## config.mk

```make
export PLATFORM = sky130hd
export DESIGN_NAME = seven_seg_scan
export DESIGN_NICKNAME = d
export VERILOG_FILES = /design/src/rtl/seven_seg_pkg.sv /design/src/rtl/seven_seg_timebase.sv /design/src/rtl/seven_seg_scan.sv
export SDC_FILE = /design/constraint.sdc
export NUM_CORES = 1
export LEC_CHECK = 0
export BUFFER_PORTS_ARGS = -buffer_cell sky130_fd_sc_hd__buf_2
export CORE_MARGIN = 4
export CORE_UTILIZATION = 44
export DETAILED_ROUTE_END_ITERATION = 6
export HOLD_SLACK_MARGIN = 0.12
export SETUP_SLACK_MARGIN = 0.3
export SLEW_MARGIN = 10
export SYNTH_ARGS = -nofsm -noshare
export SYNTH_HDL_FRONTEND = slang
export SYNTH_SLANG_ARGS = --single-unit
```

## constraint.sdc

```tcl
create_clock -name clk -period 2.5 [get_ports clk]
set_input_delay 0.5 -clock clk [delete_from_list [all_inputs] [get_ports clk]]
set_output_delay 0.5 -clock clk [all_outputs]
set_load 0.03 [all_outputs]
```

## src/rtl/seven_seg_pkg.sv

```systemverilog
// Shared types and the hex-to-segment encoding for the seven_seg_scan display back end.
// Segment vectors are {g,f,e,d,c,b,a} and active-low.
package seven_seg_pkg;

   localparam int DIGITS = 4;

   typedef logic [6:0] seg_t;

   localparam seg_t SEG_OFF = 7'b111_1111;

   function automatic seg_t hex_to_seg(input logic [3:0] nib);
      seg_t s;
      case (nib)
         4'h0:    s = 7'b100_0000;
         4'h1:    s = 7'b111_1001;
         4'h2:    s = 7'b010_0100;
         4'h3:    s = 7'b011_0000;
         4'h4:    s = 7'b001_1001;
         4'h5:    s = 7'b001_0010;
         4'h6:    s = 7'b000_0010;
         4'h7:    s = 7'b111_1000;
         4'h8:    s = 7'b000_0000;
         4'h9:    s = 7'b001_0000;
         4'hA:    s = 7'b000_1000;
         4'hB:    s = 7'b000_0011;
         4'hC:    s = 7'b100_0110;
         4'hD:    s = 7'b010_0001;
         4'hE:    s = 7'b000_0110;
         4'hF:    s = 7'b000_1110;
         default: s = SEG_OFF;
      endcase
      return s;
   endfunction

endpackage

```

## src/rtl/seven_seg_timebase.sv

```systemverilog
// Slot/phase timebase for seven_seg_scan: tick counts 0..DIV-1, digit 0..3, phase 0..7.
// A separate per-phase counter avoids a divider when deriving the phase from tick.
module seven_seg_timebase #(
   parameter int DIV = 80
) (
   input  logic       clk,
   input  logic       rst_n,
   output logic [1:0] digit,
   output logic [2:0] phase,
   output logic       slot_start,
   output logic       frame_end
);

   localparam int PH     = DIV / 8;
   localparam int TICK_W = $clog2(DIV);
   localparam int PH_W   = $clog2(PH);
   localparam logic [TICK_W-1:0] TICK_MAX = TICK_W'(DIV - 1);
   localparam logic [PH_W-1:0]   PH_MAX   = PH_W'(PH - 1);

   if (((DIV % 8) != 0) || (DIV < 16)) begin : g_bad_div
      $error("seven_seg_timebase: DIV must be a multiple of 8 and at least 16");
   end

   logic [TICK_W-1:0] tick_q, tick_d;
   logic [PH_W-1:0]   ph_cnt_q, ph_cnt_d;
   logic [2:0]        phase_q, phase_d;
   logic [1:0]        digit_q, digit_d;
   logic              tick_wrap_s;
   logic              ph_wrap_s;

   // Next-state for the slot, phase and digit counters
   always_comb begin
      tick_wrap_s = (tick_q == TICK_MAX);
      ph_wrap_s   = (ph_cnt_q == PH_MAX);
      if (tick_wrap_s) begin
         tick_d  = '0;
         digit_d = digit_q + 2'd1;
      end else begin
         tick_d  = tick_q + TICK_W'(1);
         digit_d = digit_q;
      end
      // DIV is exactly 8*PH, so phase rolls 7->0 on the same cycle tick wraps
      if (ph_wrap_s) begin
         ph_cnt_d = '0;
         phase_d  = phase_q + 3'd1;
      end else begin
         ph_cnt_d = ph_cnt_q + PH_W'(1);
         phase_d  = phase_q;
      end
   end

   // Counter registers
   always_ff @(posedge clk or negedge rst_n) begin
      if (!rst_n) begin
         tick_q   <= '0;
         ph_cnt_q <= '0;
         phase_q  <= 3'd0;
         digit_q  <= 2'd0;
      end else begin
         tick_q   <= tick_d;
         ph_cnt_q <= ph_cnt_d;
         phase_q  <= phase_d;
         digit_q  <= digit_d;
      end
   end

   assign digit      = digit_q;
   assign phase      = phase_q;
   assign slot_start = (tick_q == '0);
   assign frame_end  = (digit_q == 2'd3) && tick_wrap_s;

endmodule

```

## src/rtl/seven_seg_scan.sv

```systemverilog
// Four-digit multiplexed common-anode 7-segment driver with PWM brightness and guard phase.
// Optional leading-zero blanking is enabled by defining SEVEN_SEG_BLANK_EN.
module seven_seg_scan
   import seven_seg_pkg::*;
#(
   parameter int CLK_HZ     = 100_000_000,
   parameter int REFRESH_HZ = 4_000
) (
   input  logic        clk,
   input  logic        rst_n,
   input  logic [15:0] value,
   input  logic [3:0]  dp_mask,
   input  logic [2:0]  brightness,
   output logic [6:0]  seg,
   output logic        dp,
   output logic [3:0]  an
);

   localparam int DIV = CLK_HZ / REFRESH_HZ;

   logic [1:0]        digit_s;
   logic [2:0]        phase_s;
   logic              slot_start_s;
   logic              frame_end_s;

   logic [15:0]       shadow_q, shadow_d;
   logic [3:0]        dp_shadow_q, dp_shadow_d;
   logic [2:0]        bright_q, bright_d;
   seg_t              seg_q, seg_d;
   logic              dp_q, dp_d;
   logic [3:0]        an_q, an_d;

   logic [3:0]        cur_nib_s;
   logic [DIGITS-1:0] unblank_s;
   logic              digit_on_s;

   seven_seg_timebase #(
      .DIV (DIV)
   ) u_timebase (
      .clk        (clk),
      .rst_n      (rst_n),
      .digit      (digit_s),
      .phase      (phase_s),
      .slot_start (slot_start_s),
      .frame_end  (frame_end_s)
   );

`ifdef SEVEN_SEG_BLANK_EN
   // A digit stays lit when it or any more significant nibble is non-zero; digit 0 always lit
   always_comb begin
      unblank_s[0] = 1'b1;
      unblank_s[1] = |shadow_q[15:4];
      unblank_s[2] = |shadow_q[15:8];
      unblank_s[3] = |shadow_q[15:12];
   end
`else
   assign unblank_s = 4'b1111;
`endif

   // Frame/slot latches and the next output values derived from the current counter state
   always_comb begin
      shadow_d    = frame_end_s  ? value      : shadow_q;
      dp_shadow_d = frame_end_s  ? dp_mask    : dp_shadow_q;
      bright_d    = slot_start_s ? brightness : bright_q;

      cur_nib_s  = shadow_q[{digit_s, 2'b00} +: 4];
      digit_on_s = unblank_s[digit_s];

      // Segments only change under the guard phase, while every anode is off
      if (phase_s == 3'd0) begin
         seg_d = hex_to_seg(cur_nib_s);
         dp_d  = ~(dp_shadow_q[digit_s] & digit_on_s);
      end else begin
         seg_d = seg_q;
         dp_d  = dp_q;
      end

      an_d = 4'b1111;
      if ((phase_s != 3'd0) && (phase_s <= bright_q) && digit_on_s) begin
         an_d[digit_s] = 1'b0;
      end else begin
         an_d = 4'b1111;
      end
   end

   // Shadow, brightness and output registers; reset forces the display dark immediately
   always_ff @(posedge clk or negedge rst_n) begin
      if (!rst_n) begin
         shadow_q    <= 16'h0000;
         dp_shadow_q <= 4'b0000;
         bright_q    <= 3'd0;
         seg_q       <= SEG_OFF;
         dp_q        <= 1'b1;
         an_q        <= 4'b1111;
      end else begin
         shadow_q    <= shadow_d;
         dp_shadow_q <= dp_shadow_d;
         bright_q    <= bright_d;
         seg_q       <= seg_d;
         dp_q        <= dp_d;
         an_q        <= an_d;
      end
   end

   assign seg = seg_q;
   assign dp  = dp_q;
   assign an  = an_q;

endmodule

```

After elaboration in Yosys (flattened, before gate mapping)

Memory sizes are Yosys's and may differ from the RTL's. A register that Yosys moved wholly into a read port is not among the register bits.
Cells that the tools add are included.
W data, S select, Z words.

Add/subtract/negate cells: 4
$lt $le $gt $ge: 3
Eq/ne operators: 3
Shifts and indexed selects: 1
Mux-type cells: 9
Bitwise operators: 3
Reduce and logical (&&, ||, !) cells: 8

Operator list:

| operator                | count |
|---|---|
| $shiftx A16 B5 Y4       | 1 |
| $add A15 B1 Y15 const B | 1 |
| $eq A15 B15 Y1 const B  | 1 |
| $logic_not A15 Y1       | 1 |
| $mux W15                | 1 |
| $add A12 B1 Y12 const B | 1 |
| $eq A12 B12 Y1 const B  | 1 |
| $mux W12                | 1 |
| $bmux W1 S2             | 2 |
| $logic_and A1 B1 Y1     | 4 |
| $mux W4                 | 1 |
| $not A4 Y4              | 1 |
| $add A3 B1 Y3 const B   | 1 |
| $le A3 B3 Y1            | 1 |
| $logic_not A3 Y1        | 1 |
| $lt A2 B3 Y1 const B    | 1 |
| $mux W1                 | 3 |
| $reduce_bool A3 Y1      | 1 |
| $add A2 B1 Y2 const B   | 1 |
| $demux W1 S2            | 1 |
| $eq A2 B2 Y1 const B    | 1 |
| $ge A2 B1 Y1 const B    | 1 |
| $and A1 B1 Y1           | 1 |
| $logic_not A1 Y1        | 1 |
| $not A1 Y1              | 1 |

Bits in registers: 60
Memory bits (read-only): 112
Bits of input ports: 25
Logic and storage cells: 41
Memories kept: 1

Memory list:

| memory          | words | width | read ports | clocked after memory_dff | write ports | RTL line            | text |
|---|---|---|---|---|---|---|---|
| (no name shown) | 16    | 7     | 1          | 1                        | 0           | seven_seg_pkg.sv:13 | `case (nib)` |

Logic depth before layout (Yosys ltp)

Gate-level depths: netlist (run 1).

Word-level depth: 6
Depth in mapped cells: 8
Gate-level depth less buffers: 7

Modules after synthesis

From an unflattened synthesis (run 1), not the netlist that was laid out.

Cell total of the unflattened synthesis: 279
Area total of the unflattened synthesis: 3290.7 um2

By module, submodules not included:

| module             | instances | cells each | area an instance (um2) | seq. area each (um2) |
|---|---|---|---|---|
| seven_seg_scan     | 1         | 135        | 1754.2                 | 890.9 |
| seven_seg_timebase | 1         | 144        | 1536.5                 | 800.8 |

Least setup slack after synthesis (run 1)

No wires, ideal clock.

Kind: register to register
From: register u_timebase.digit_q[0] (netlist: u_timebase.digit[0])
To: register seg_q[3] (netlist: seg[3])
Library setup time: 94 ps
Data arrival time: 1911 ps
Path slack: 495 ps
Cell stages (with the launch flop): 9
Buffers on the path: 1
Period minus slack after synthesis: 2005 ps
Cells stage by stage: dfrtp_1 -> buf_2 -> mux4_2 -> inv_1 -> ha_1 -> inv_1 -> mux2i_1 -> nor3_1 -> a311oi_1

Cells in the longest elaborated chain, start to end: 1

RTL lines:

| what                   | RTL line                 | text |
|---|---|---|
| from (decl)            | seven_seg_timebase.sv:27 | `logic [1:0] digit_q, digit_d;` |
| from (signal assigned) | seven_seg_timebase.sv:63 | `digit_q <= digit_d;` |
| $shiftx A16 B5 Y4      | seven_seg_scan.sv:66     | `cur_nib_s = shadow_q[{digit_s, 2'b00} +: 4];` |
| to (decl)              | seven_seg_scan.sv:29     | `seg_t seg_q, seg_d;` |

Every way passes these cells.
A chain may end at the register's enable or synchronous reset.

Final worst setup path (run 1)

From: register u_timebase.tick_q[11]
To: register dp_shadow_q[3]

Cells in the longest elaborated chain, start to end: 2

RTL lines:

| what                   | RTL line                 | text |
|---|---|---|
| from (decl)            | seven_seg_timebase.sv:24 | `logic [TICK_W-1:0] tick_q, tick_d;` |
| from (signal assigned) | seven_seg_timebase.sv:60 | `tick_q <= tick_d;` |
| $eq A15 B15 Y1         | seven_seg_timebase.sv:33 | `tick_wrap_s = (tick_q == TICK_MAX);` |
| $logic_and A1 B1 Y1    | seven_seg_timebase.sv:70 | `assign frame_end = (digit_q == 2'd3) && tick_wrap_s;` |
| to (signal assigned)   | seven_seg_scan.sv:97     | `dp_shadow_q <= dp_shadow_d;` |
| to (decl)              | seven_seg_scan.sv:27     | `logic [3:0] dp_shadow_q, dp_shadow_d;` |

Every way passes these cells.

==> results of run 1 <==
[through the flow]
step / hold slack (ns) / cells
global route: 0.361 / 433
floorplan: 0.204 / 284
finish: 0.385 / 433
CTS: 0.364 / 433
detailed placement: 0.400 / 416
global placement: 0.395 / 416
[cell type report]
type / instances / area [µm²]
inverters: 16 / 60.1
well taps: 99 / 124
clock inverters: 6 / 114
fillers: 654 / 3420
flip-flops and latches: 67 / 1690
repair buffers: 44 / 243
clock buffers: 10 / 128
multi-input cells: 191 / 1590
[cells in the mapped netlist, types with 3 or more instances]
| cell type | n | share of area, % |
|---|---|---|
| dfrtp_1 | 55 | 40 |
| nor2_1 | 23 | 2.5 |
| mux2_4 | 20 | 8.8 |
| ha_1 | 19 | 7.0 |
| inv_1 | 16 | 1.8 |
| nand2_1 | 14 | 1.5 |
| nand3_1 | 14 | 2.1 |
| dfstp_2 | 12 | 9.3 |
| xnor2_1 | 12 | 3.1 |
| xor2_1 | 11 | 2.8 |
| a21oi_1 | 8 | 1.2 |
| nand4_1 | 7 | 1.3 |
| nor3_1 | 6 | 0.88 |
| o21ai_0 | 6 | 0.88 |
| mux2_2 | 5 | 1.7 |
| mux4_2 | 5 | 3.3 |
| buf_2 | 4 | 0.59 |
| clkbuf_1 | 4 | 0.44 |
| nor2b_1 | 4 | 0.74 |
| and3_1 | 3 | 0.55 |
| mux2i_1 | 3 | 0.88 |
| o31ai_1 | 3 | 0.66 |
[power groups by stage]
| stage | combinational (mW) | clock [mW] | sequential (mW) |
|---|---|---|---|
| after CTS | 0.160 | 1.12 | 1.14 |
| after detailed placement | 0.158 | 0 | 1.16 |
| after global placement | 0.155 | 0 | 1.16 |
| after floorplan | 0.0710 | 0 | 1.18 |
| final | 0.156 | 1.09 | 1.14 |
| after global routing | 0.174 | 1.17 | 1.14 |
[worst max-delay path, stage by stage (launching register included)]
cell     delay (ns)
dfrtp_1        0.43
or4_4          0.55
nor4_4         0.31
nand2_2        0.07
buf_4          0.25
mux2_4         0.33
[routing by layer]
metal | part of all wire (%) | GRT usage, % | up-vias | wire length, µm
met5 | 0 | 0 | - | 0
met4 | 0.90 | 4.98 | 0 | 55
met3 | 4.2 | 5.08 | 4 | 259
met2 | 48 | 22.8 | 42 | 2950
met1 | 47 | 19.8 | 1070 | 2870
li1 | - | - | 1079 | -
[registers in the layout, summed over array words and instances (netlist names)]
signal / cells
an: 4
bright_q: 3
dp: 1
dp_shadow_q: 4
seg: 7
shadow_q: 16
u_timebase.digit: 2
u_timebase.ph_cnt_q: 12
u_timebase.phase: 3
u_timebase.tick_q: 15
[cells by family (layout without fill, tap and decap cells)]
| logic type | Yosys count | after routing | share of synthesized area, % |
|---|---|---|---|
| fa+ha+maj | 19 | 19 | 6.99 |
| buf+inv | 26 | 76 | 3.46 |
| xor+xnor | 23 | 23 | 5.93 |
| compound gates | 24 | 24 | 4.27 |
| simple gates | 92 | 92 | 14.9 |
| mux | 33 | 33 | 14.7 |
| flops | 67 | 67 | 49.8 |
[timing repair]
item	in CTS	in global routing
endpoints found under the setup margin	0	1
gates resized for setup	0	1
endpoints found under the hold margin	2	0
buffers inserted	0	0
hold buffers	1	0
[final timing paths]
| check | slack, ns | cells past startpoint | to |
|---|---|---|---|
| max | 0.43 | 5 | dp_shadow_q[3] |
| min | 0.38 | 2 | shadow_q[5] |
| max reg2reg | 0.43 | 5 | dp_shadow_q[3] |
| max in group asynchronous | 1.23 | 3 | u_timebase.tick_q[5] |
| min in group asynchronous | 0.59 | 2 | dp_shadow_q[0] |
| min reg2reg | 0.47 | 1 | u_timebase.ph_cnt_q[0] |
==> parameters.txt, run 1 <==
Parameter                              Value

Outcome
  Status ... finished clean

Route
  Post-detailed-route via-to-cell ratio ... 5.07
  Routed WL ... 6.13 mm
  DR DRC count ... 0
  Post-DRT Antenna Nets ... 0
  Routed via count ... 2,195
  DRT Pass-1 Iters ... 4
  Per-cell routed wire length ... 14.2 µm
  Initial detailed-routing violation count ... 56

STA
  Final cycle utilization of the critical path ... 82.8%
  Final Setup Violations ... 0
  Max_slew headroom ... 70.5%
  Fin Setup TNS ... 0 ns
  Min Tclk post-route ... 2.07 ns
  Final count of pins violating max slew ... 0
  Final hold violations ... 0
  Worst-Margin Slew ... 0.443 ns
  Final clock skew ... 0.0131 ns
  PnR worst setup slack ... 0.429 ns
  Maximum clock frequency ... 483 MHz
  Unrepaired setup endpoints after global routing ... no

Floorplan
  Vertical die dimension ... 95.9 µm
  IO Count ... 37
  Full die area ... 9200 µm²
  FP Rows ... 31
  Initial Util ... 46.1%
  Area inside the core boundary ... 7370 µm²
  Chip Width ... 95.9 µm

Final layout
  Final antenna diode count ... 0
  Ratio of cells with drive above 1 in the final layout ... 31.7%
  Area of all placed cells without fillers ... 3950 µm²
  Final layout net count ... 373
  Most common cell after layout, fill and taps aside ... dfrtp_1
  Layout Utilization ... 53.6%
  Area growth, synth to finish ... 16.3%
  Commonest non-fill, non-tap cells in the layout ... 55 x dfrtp_1, 36 x buf_2, 23 x nor2_1, 20 x mux2_4, 18 x ha_1

Power and ir drop
  Peak supply drop ... 0.361 mV
  Internal portion of total power ... 1.86 mW
  Net switching fraction of the power ... 21.9%
  Total power density per cell area ... 602 nW/µm²
  Net switching power figure ... 0.521 mW
  Sequential group share of total power ... 47.8%
  Part of the total power dissipated in combinational logic ... 6.6%
  Total Power Consumption ... 2.38 mW
  Leak Pwr ... 1.85 nW
  Part of the total power dissipated in the clock network ... 45.6%

Placement
  Total cell area at the placement stage ... 3700 µm²
  Worst slack at placement ... 0.442 ns
  Port buffer count ... 36
  Dpl hpwl ... 4.33 mm
  Final estimated routing congestion in global placement ... 0.827

Global routing
  Overall global routing resource usage ... 14.9%
  First-pass GRT wire length ... 10.3 mm
  Overflow after GRT ... 0
  Antenna violations before repair ... 0
  Number of global-route vias before repair ... 2,185
  Pin count of the biggest net entering global routing ... 32

Worst setup path
  Worst setup path start ... u_timebase.tick_q[11]
  Origin of the critical flop-to-flop path ... u_timebase.tick_q[11]
  Endpoint type of the worst setup path ... register
  Critical path class ... reg2reg
  Data required time of the critical path ... 2.72 ns
  CP Max Fanout ... 20
  Worst EP arrival ... 2.29 ns
  Kind of start point of the critical path ... register

Clock tree
  Cell chosen for the clock root ... clkbuf_8
  Worst-Skew Late Latency ... 0.34 ns
  CTS clk-pin slew, worst paths ... 0.08 ns
  Number of H-tree branching levels ... 3
  TritonCTS clock tree ... yes
  Buffers from clock root to sink, at most ... 2
  CTS Sinks ... 67
  Clock buffers created by TritonCTS ... 9

Yosys
  Proportion of synthesized chip area in sequential cells ... 49.8%
  Mapped cell area ... 3400 µm²
  Number of standard cells after synthesis ... 284
  Per-instance average area after synthesis ... 12.0 µm²
  Share of async-settable or async-resettable flops after synthesis ... 100%
  Count of distinct cell types in the synthesized netlist ... 44
  Primary flip-flop cell chosen by synthesis mapping ... dfrtp_1
  Post-Syn Nets ... 328
  Warning count from the yosys run ... 0
  Number of enable-type register cells in the synthesized netlist ... 0
  FF+latch count, synth ... 67

Worst hold path
  Hold Crit Class ... in2reg
  Hold Crit Start ... value[5]

Job
  Max-cap violation count ... 0
(Power assumes the default switching activity.)
==> run 2, diff against run 1 <==
Settings changed: PLACE_DENSITY from default to 0.65.
Clock period 2.5 ns to 1.8 ns, I/O delays scaled along.
==> run 2 against run 1 <==
  * The run now ends with negative setup slack left
  * Die area unchanged
  * Via count increased by 9.2%
  * Sequential power increased by 39%
  * Clock skew decreased by 0.00090 ns
  * Power increased by 38%
  * Critical endpoint is now seg[6]
==> parameters.txt, run 2 (synthesis gave the netlist of run 1 again) <==
Parameter                              Value

Outcome
  Status ... complete, but fails checks
  Violations in the final reports ... negative setup slack

Clock tree
  TritonCTS clock tree ... yes
  Cell chosen for the clock root ... clkbuf_8
  Clock buffers created by TritonCTS ... 9 (unchanged)
  Worst-Skew Late Latency ... 0.35 ns (about the same)
  Number of H-tree branching levels ... 3 (unchanged)
  CTS Sinks ... 67 (unchanged)
  Buffers from clock root to sink, at most ... 2 (unchanged)
  CTS clk-pin slew, worst paths ... 0.08 ns (about the same)

Final layout
  Biggest registers after layout ... shadow_q x16, u_timebase.tick_q x15, u_timebase.ph_cnt_q x12
  Number of flip-flops in the largest register ... 16 (unchanged)
  Top reg by flops ... shadow_q
  Area growth, synth to finish ... 34.2%
  Commonest non-fill, non-tap cells in the layout ... 51 x dfrtp_1, 36 x buf_2, 30 x buf_4, 24 x mux2_4, 16 x nor2_1
  Ratio of cells with drive above 1 in the final layout ... 48.5% (+17 points)
  Final antenna diode count ... 0 (unchanged)
  Most common cell after layout, fill and taps aside ... dfrtp_1
  Final layout net count ... 410 (+9.9%)

Power and ir drop
  Part of the total power dissipated in the clock network ... 43.2% (-2.4 points)
  Net switching power figure ... 0.792 mW (+52%)
  Part of the total power dissipated in combinational logic ... 8.5% (+1.9 points)
  Peak supply drop ... 0.437 mV (+21%)
  Sequential group share of total power ... 48.2% (+0.4 points)
  Total power density per cell area ... 719 nW/µm² (+20%)
  Net switching fraction of the power ... 24.1% (+2.2 points)
  Internal portion of total power ... 2.49 mW (+34%)
  Leak Pwr ... 2.12 nW (+15%)

Global routing
  Overall global routing resource usage ... 16.3% (+1.4 points)
  Number of global-route vias before repair ... 2,431 (+11%)
  Pin count of the biggest net entering global routing ... 68 (+110%)
  Most Crowded Layer GR ... met2
  Global Route met3 Usage ... 4.61% (-0.47 points)
  First-pass GRT wire length ... 11.5 mm (+11%)
  Global-route track usage on met2 ... 24.7% (+1.9 points)
  Met1 Use GR ... 22.5% (+2.7 points)
  Overflow after GRT ... 0 (unchanged)
  Antenna violations before repair ... 0 (unchanged)

Route
  Initial detailed-routing violation count ... 64 (+14%)
  Post-DRT Antenna Nets ... 0 (unchanged)
  Post-detailed-route via-to-cell ratio ... 5.10 (+0.61%)
  DRT Pass-1 Iters ... 4 (unchanged)
  Routed WL ... 7.15 mm (+17%)
  Per-cell routed wire length ... 15.2 µm (+7.5%)
  Routed via count ... 2,397 (+9.2%)
  DR DRC count ... 0 (unchanged)

Worst setup path
  Endpoint of the most critical register-to-register path ... seg[6]
  Worst reg-to-reg setup slack ... -0.14 ns (-0.57 ns)
  Critical path class ... reg2reg
  Worst EP arrival ... 2.22 ns (-0.07 ns)
  Origin of the critical flop-to-flop path ... u_timebase.digit[0]
  Kind of start point of the critical path ... register
  Worst reg-to-reg path cell count ... 6 (+1)
  Endpoint type of the worst setup path ... register
  Data required time of the critical path ... 2.08 ns (-0.64 ns)
  CP Max Fanout ... 4 (-80%)

Floorplan
  Chip Width ... 95.9 µm (unchanged)
  Area inside the core boundary ... 7370 µm² (unchanged)
  FP Rows ... 31 (unchanged)
  Vertical die dimension ... 95.9 µm (unchanged)
  IO Count ... 37 (unchanged)
  Initial Util ... 46.1% (unchanged)
  Full die area ... 9200 µm² (unchanged)

Worst hold path
  Worst Hold End ... shadow_q[9]
  Hold Crit Start ... value[9]
  Hold Crit Class ... in2reg
  Depth of the worst hold-timing path ... 2 (unchanged)

STA
  Final Setup Violations ... 27 (+27)
  PnR worst setup slack ... -0.142 ns (-0.572 ns)
  Final hold violations ... 0 (unchanged)
  Final clock skew ... 0.0122 ns (-0.000903 ns)
  Final count of pins violating max slew ... 0 (unchanged)
  Fin Hold WS ... 0.238 ns (-0.147 ns)
  Fin Setup TNS ... -0.946 ns (-0.946 ns)
  Unrepaired setup endpoints after global routing ... yes
  Final cycle utilization of the critical path ... 108% (+25 points)
  Maximum clock frequency ... 515 MHz (+6.6%)
  Max_slew headroom ... 72.3% (+1.8 points)
  Min Tclk post-route ... 1.94 ns (-0.128 ns)
  Worst-Margin Slew ... 0.416 ns (-0.0269 ns)

Placement
  Dpl hpwl ... 4.46 mm (+3.0%)
  Final estimated routing congestion in global placement ... 0.787 (-4.9%)
  Port buffer count ... 36 (unchanged)

Job
  Max-cap violation count ... 0 (unchanged)
-- run 2: cell types whose count changed in the layout (fill, tap and decap cells not counted), moves of 4 or more --
| cell | previous run | this run |
|---|---|---|
| a21oi_1 | 8 | 3 |
| a21oi_2 | 0 | 4 |
| dfrtp_1 | 55 | 51 |
| ha_4 | 0 | 4 |
| nor2_1 | 23 | 16 |
| mux2_4 | 20 | 24 |
| buf_4 | 7 | 30 |
| mux2_2 | 5 | 1 |
| nor2_4 | 0 | 6 |
| dfrtp_2 | 0 | 4 |
| buf_6 | 0 | 9 |
-- run 2: through the flow --
stage | power [mW] | util (%) | instances | instance area [µm²] | setup slack, ns
2_1_floorplan | 1.74 | - | 284 | 3440 | -0.0577
3_3_place_gp | 1.84 | 52.8 | 434 | 3890 | -0.0533
3_5_place_dp | 1.85 | 52.8 | 434 | 3890 | -0.103
4_1_cts | 3.30 | 59.0 | 459 | 4350 | -0.0738
5_1_grt | 3.41 | 61.9 | 470 | 4560 | -0.198
6_report | 3.28 | 61.9 | 470 | 4560 | -0.142
-- run 2: worst max-delay path: stages (launching register included) --
cell	delay [ns]
dfrtp_2	0.43
mux4_2	0.60
buf_4	0.19
ha_4	0.17
mux2_2	0.27
a22oi_2	0.14
a21oi_1	0.09
-- run 2: layout make-up --
type | count | area, µm²
Clock inverter | 7 | 98.8
Timing Repair Buffer | 80 | 602
Multi-Input combinational cell | 192 | 1850
Tap cell | 99 | 124
Inverter | 16 | 65.1
Sequential cell | 67 | 1700
Clock buffer | 9 | 124
Fill cell | 573 | 2810
-- run 2: worst max path at each step --
stage                                    from  endpoint  cells after the start
after floorplan           u_timebase.digit[0]    seg[3]                      7
after global placement    u_timebase.digit[0]    seg[6]                      5
after detailed placement  u_timebase.digit[0]    seg[6]                      5
after CTS                 u_timebase.digit[0]    seg[3]                      6
after global routing      u_timebase.digit[0]    seg[3]                      6
final                     u_timebase.digit[0]    seg[6]                      6
-- run 2: timing repair --
item,4_1_cts,5_1_grt
pin swaps,6,8
gates resized for setup,34,29
endpoints found under the setup margin,45,55
hold buffers,1,0
hold endpoints to repair,55,0
cloned,1,1
buffers inserted,7,10
-- run 2: layer usage --
layer | routed length (µm) | share of wire, % | vias up
met5 | 0 | 0 | -
met4 | 45 | 0.63 | 0
met3 | 267 | 3.7 | 4
met2 | 3490 | 49 | 33
met1 | 3350 | 47 | 1192
li1 | - | - | 1168
-- run 2: power groups by stage --
stage | clock, mW | sequential (mW) | combinational [mW]
global route | 1.52 | 1.59 | 0.306
CTS | 1.45 | 1.58 | 0.269
detailed placement | 0 | 1.61 | 0.241
floorplan | 0 | 1.63 | 0.105
global placement | 0 | 1.61 | 0.234
finish | 1.42 | 1.58 | 0.280
==> run 3, diff against run 2 <==
Settings changed: BUFFER_PORTS_ARGS -buffer_cell sky130_fd_sc_hd__buf_2 to default, DONT_BUFFER_PORTS from default to 1, PLACE_DENSITY 0.65 to default, SKIP_LAST_GASP from default to 1.
==> run 3 against run 2 <==
  * First-iteration DRC count is 50% higher
  * Count of clock-buffer cells in the layout is 3 higher
  * Clock power hardly changed
  * Critical path type unchanged
  * Non-clock buffer count is 41 lower
  * Register-to-register slack better by 0.03 ns
  * Critical endpoint unchanged
  * The flow finishes with violations (negative hold slack, negative setup slack)
==> parameters.txt, run 3 (synthesis gave the netlist of run 1 again) <==
Parameter                              Value

Outcome
  Status ... complete, but fails checks
  Violations in the final reports ... negative hold slack, negative setup slack

Worst setup path
  Slowest cell on the critical path ... mux4_2
  Cell Chain, Critical Path ... mux4_2 -> inv_4 -> buf_4 -> buf_6 -> ha_4 -> mux2_4 -> a22oi_2 -> a21oi_1
  Kind of start point of the critical path ... register
  Worst EP arrival ... 2.18 ns (-0.04 ns)
  Data required time of the critical path ... 2.06 ns (-0.02 ns)
  CP Max Fanout ... 4 (unchanged)
  Largest stage delay on the critical path ... 0.61 ns (about the same)
  Endpoint type of the worst setup path ... register
  Critical path class ... reg2reg

Floorplan
  IO Count ... 37 (unchanged)
  Area inside the core boundary ... 7370 µm² (unchanged)
  Initial Util ... 46.1% (unchanged)
  FP Rows ... 31 (unchanged)
  Vertical die dimension ... 95.9 µm (unchanged)
  Chip Width ... 95.9 µm (unchanged)
  Full die area ... 9200 µm² (unchanged)

Placement
  Final estimated routing congestion in global placement ... 0.786 (-0.11%)
  Dpl hpwl ... 4.55 mm (+2.0%)
  Port buffer count ... 0 (-100%)

Power and ir drop
  Leak Pwr ... 1.94 nW (-8.7%)
  Peak supply drop ... 0.534 mV (+22%)
  Net switching fraction of the power ... 21.5% (-2.7 points)
  Internal portion of total power ... 2.51 mW (+0.93%)
  Part of the total power dissipated in combinational logic ... 5.0% (-3.5 points)
  Total power density per cell area ... 745 nW/µm² (+3.5%)
  Net switching power figure ... 0.687 mW (-13%)
  Sequential group share of total power ... 50.8% (+2.6 points)
  Part of the total power dissipated in the clock network ... 44.2% (+1.0 points)

Route
  Post-DRT Antenna Nets ... 0 (unchanged)
  Post-detailed-route via-to-cell ratio ... 5.27 (+3.4%)
  DRT Pass-1 Iters ... 4 (unchanged)
  DR DRC count ... 0 (unchanged)
  Per-cell routed wire length ... 17.7 µm (+17%)
  Routed WL ... 7.62 mm (+6.6%)
  Routed via count ... 2,268 (-5.4%)
  Initial detailed-routing violation count ... 96 (+50%)

Global routing
  Number of global-route vias before repair ... 2,344 (-3.6%)
  First-pass GRT wire length ... 11.6 mm (+0.36%)
  Overall global routing resource usage ... 16.8% (+0.49 points)
  Overflow after GRT ... 0 (unchanged)
  Pin count of the biggest net entering global routing ... 68 (unchanged)
  Antenna violations before repair ... 0 (unchanged)

STA
  Final count of pins violating max slew ... 0 (unchanged)
  Final Setup Violations ... 26 (-3.7%)
  Fin Hold WS ... -0.290 ns (-0.527 ns)
  Min Tclk post-route ... 1.92 ns (-0.0269 ns)
  Maximum clock frequency ... 522 MHz (+1.4%)
  Max_slew headroom ... 71.7% (-0.56 points)
  Final clock skew ... 0.00580 ns (-0.00636 ns)
  Unrepaired setup endpoints after global routing ... yes
  Final hold violations ... 67 (+67)
  Final cycle utilization of the critical path ... 106% (-1.5 points)
  PnR worst setup slack ... -0.116 ns (+0.0269 ns)
  Worst-Margin Slew ... 0.424 ns (+0.00836 ns)

Clock tree
  Cell chosen for the clock root ... clkbuf_8
  Buffers from clock root to sink, at most ... 2 (unchanged)
  TritonCTS clock tree ... yes
  Worst-Skew Late Latency ... 0.34 ns (about the same)
  CTS clk-pin slew, worst paths ... 0.07 ns (about the same)
  Number of H-tree branching levels ... 3 (unchanged)
  Clock buffers created by TritonCTS ... 9 (unchanged)
  CTS Sinks ... 67 (unchanged)

Final layout
  Number of flip-flops in the largest register ... 16 (unchanged)
  Commonest non-fill, non-tap cells in the layout ... 53 x dfrtp_1, 34 x buf_4, 21 x mux2_4, 15 x nor2_1, 15 x ha_1
  Most common cell after layout, fill and taps aside ... dfrtp_1
  Biggest registers after layout ... shadow_q x16, u_timebase.tick_q x15, u_timebase.ph_cnt_q x12
  Filler cell count ... 608 (+6.1%)
  Combined flip-flop and latch cell area ... 1690 µm² (-0.15%)
  Final antenna diode count ... 0 (unchanged)
  Layout Utilization ... 58.3% (-3.6 points)
  Ratio of cells with drive above 1 in the final layout ... 42.3% (-6.2 points)
  Area growth, synth to finish ... 26.3%
  Footprint of the multi-input gates ... 1850 µm² (-0.27%)
  Final layout net count ... 370 (-9.8%)
  Top reg by flops ... shadow_q

Job
  Max-cap violation count ... 0 (unchanged)

Worst hold path
  Hold Crit Class ... in2async
## run 3: cell count changes in the layout (fill, tap and decap cells not counted), moves of 3 or more
cell    previous run  this run
buf_4             30        34
mux2_2             1         4
buf_2             36         0
buf_6              9         2
mux2_4            24        21
## run 3: final timing paths
check                                       startpoint                      to  slack (ns)  depth (start not counted)
min in group clk                              value[3]             shadow_q[3]        0.16                          1
worst max-delay path               u_timebase.digit[0]                  seg[6]       -0.12                          8
worst min register to register  u_timebase.ph_cnt_q[0]  u_timebase.ph_cnt_q[0]        0.47                          1
max in group asynchronous                        rst_n                   an[0]        1.91                          0
worst min-delay path                             rst_n  u_timebase.ph_cnt_q[2]       -0.29                          0
worst max register to register     u_timebase.digit[0]                  seg[6]       -0.12                          8
## run 3: area by class of cell
type                       instances  share of cell area, %
multi-input combinational        193                   43.0
inverter                          16                   1.52
timing repair buffer              39                   7.87
tap                               99                   2.88
clock inverter                     4                   1.69
sequential                        67                   39.5
clock buffer                      12                   3.61
## run 3: repair_timing
item | CTS | global route
pin swaps | 4 | 9
hold endpoints to repair | 67 | 67
buffers inserted | 5 | 6
resized for setup | 23 | 26
cloned | 1 | 2
endpoints found under the setup margin | 47 | 54
## run 3: layer usage
layer  GRT usage (%)  vias to the layer above  share of wire, %  routed length, µm
met5               0                        -                 0                  0
met4            3.79                        0               1.3                 96
met3            5.47                       11               5.1                387
met2            27.7                       48                48               3680
met1            21.6                     1120                45               3460
li1                -                     1089                 -                  -
## run 3: power groups by stage
stage	Clock (mW)	Combinational, mW	Sequential, mW
finish	1.41	0.161	1.62
global route	1.52	0.174	1.63
CTS	1.45	0.146	1.62
detailed placement	0	0.132	1.64
global placement	0	0.126	1.64
floorplan	0	0.105	1.63
## run 3: through the flow
stage	power [mW]	setup slack, ns	instance area, µm²	instances	TNS [ns]
finish	3.20	-0.116	4290	430	-1.05
detailed placement	1.78	-0.111	3720	400	-0.884
global route	3.32	-0.196	4290	430	-2.93
floorplan	1.74	-0.0577	3440	284	-0.113
CTS	3.22	-0.0532	4080	422	-0.755
global placement	1.77	-0.0378	3720	400	-0.213
## run 3: critical path, delay by kind of cell (launching register included)
family / cells / cell delay [ns]
mux: 2 / 0.75
buf+inv: 3 / 0.32
fa+ha+maj: 1 / 0.11
compound gates: 2 / 0.23
flops: 1 / 0.41
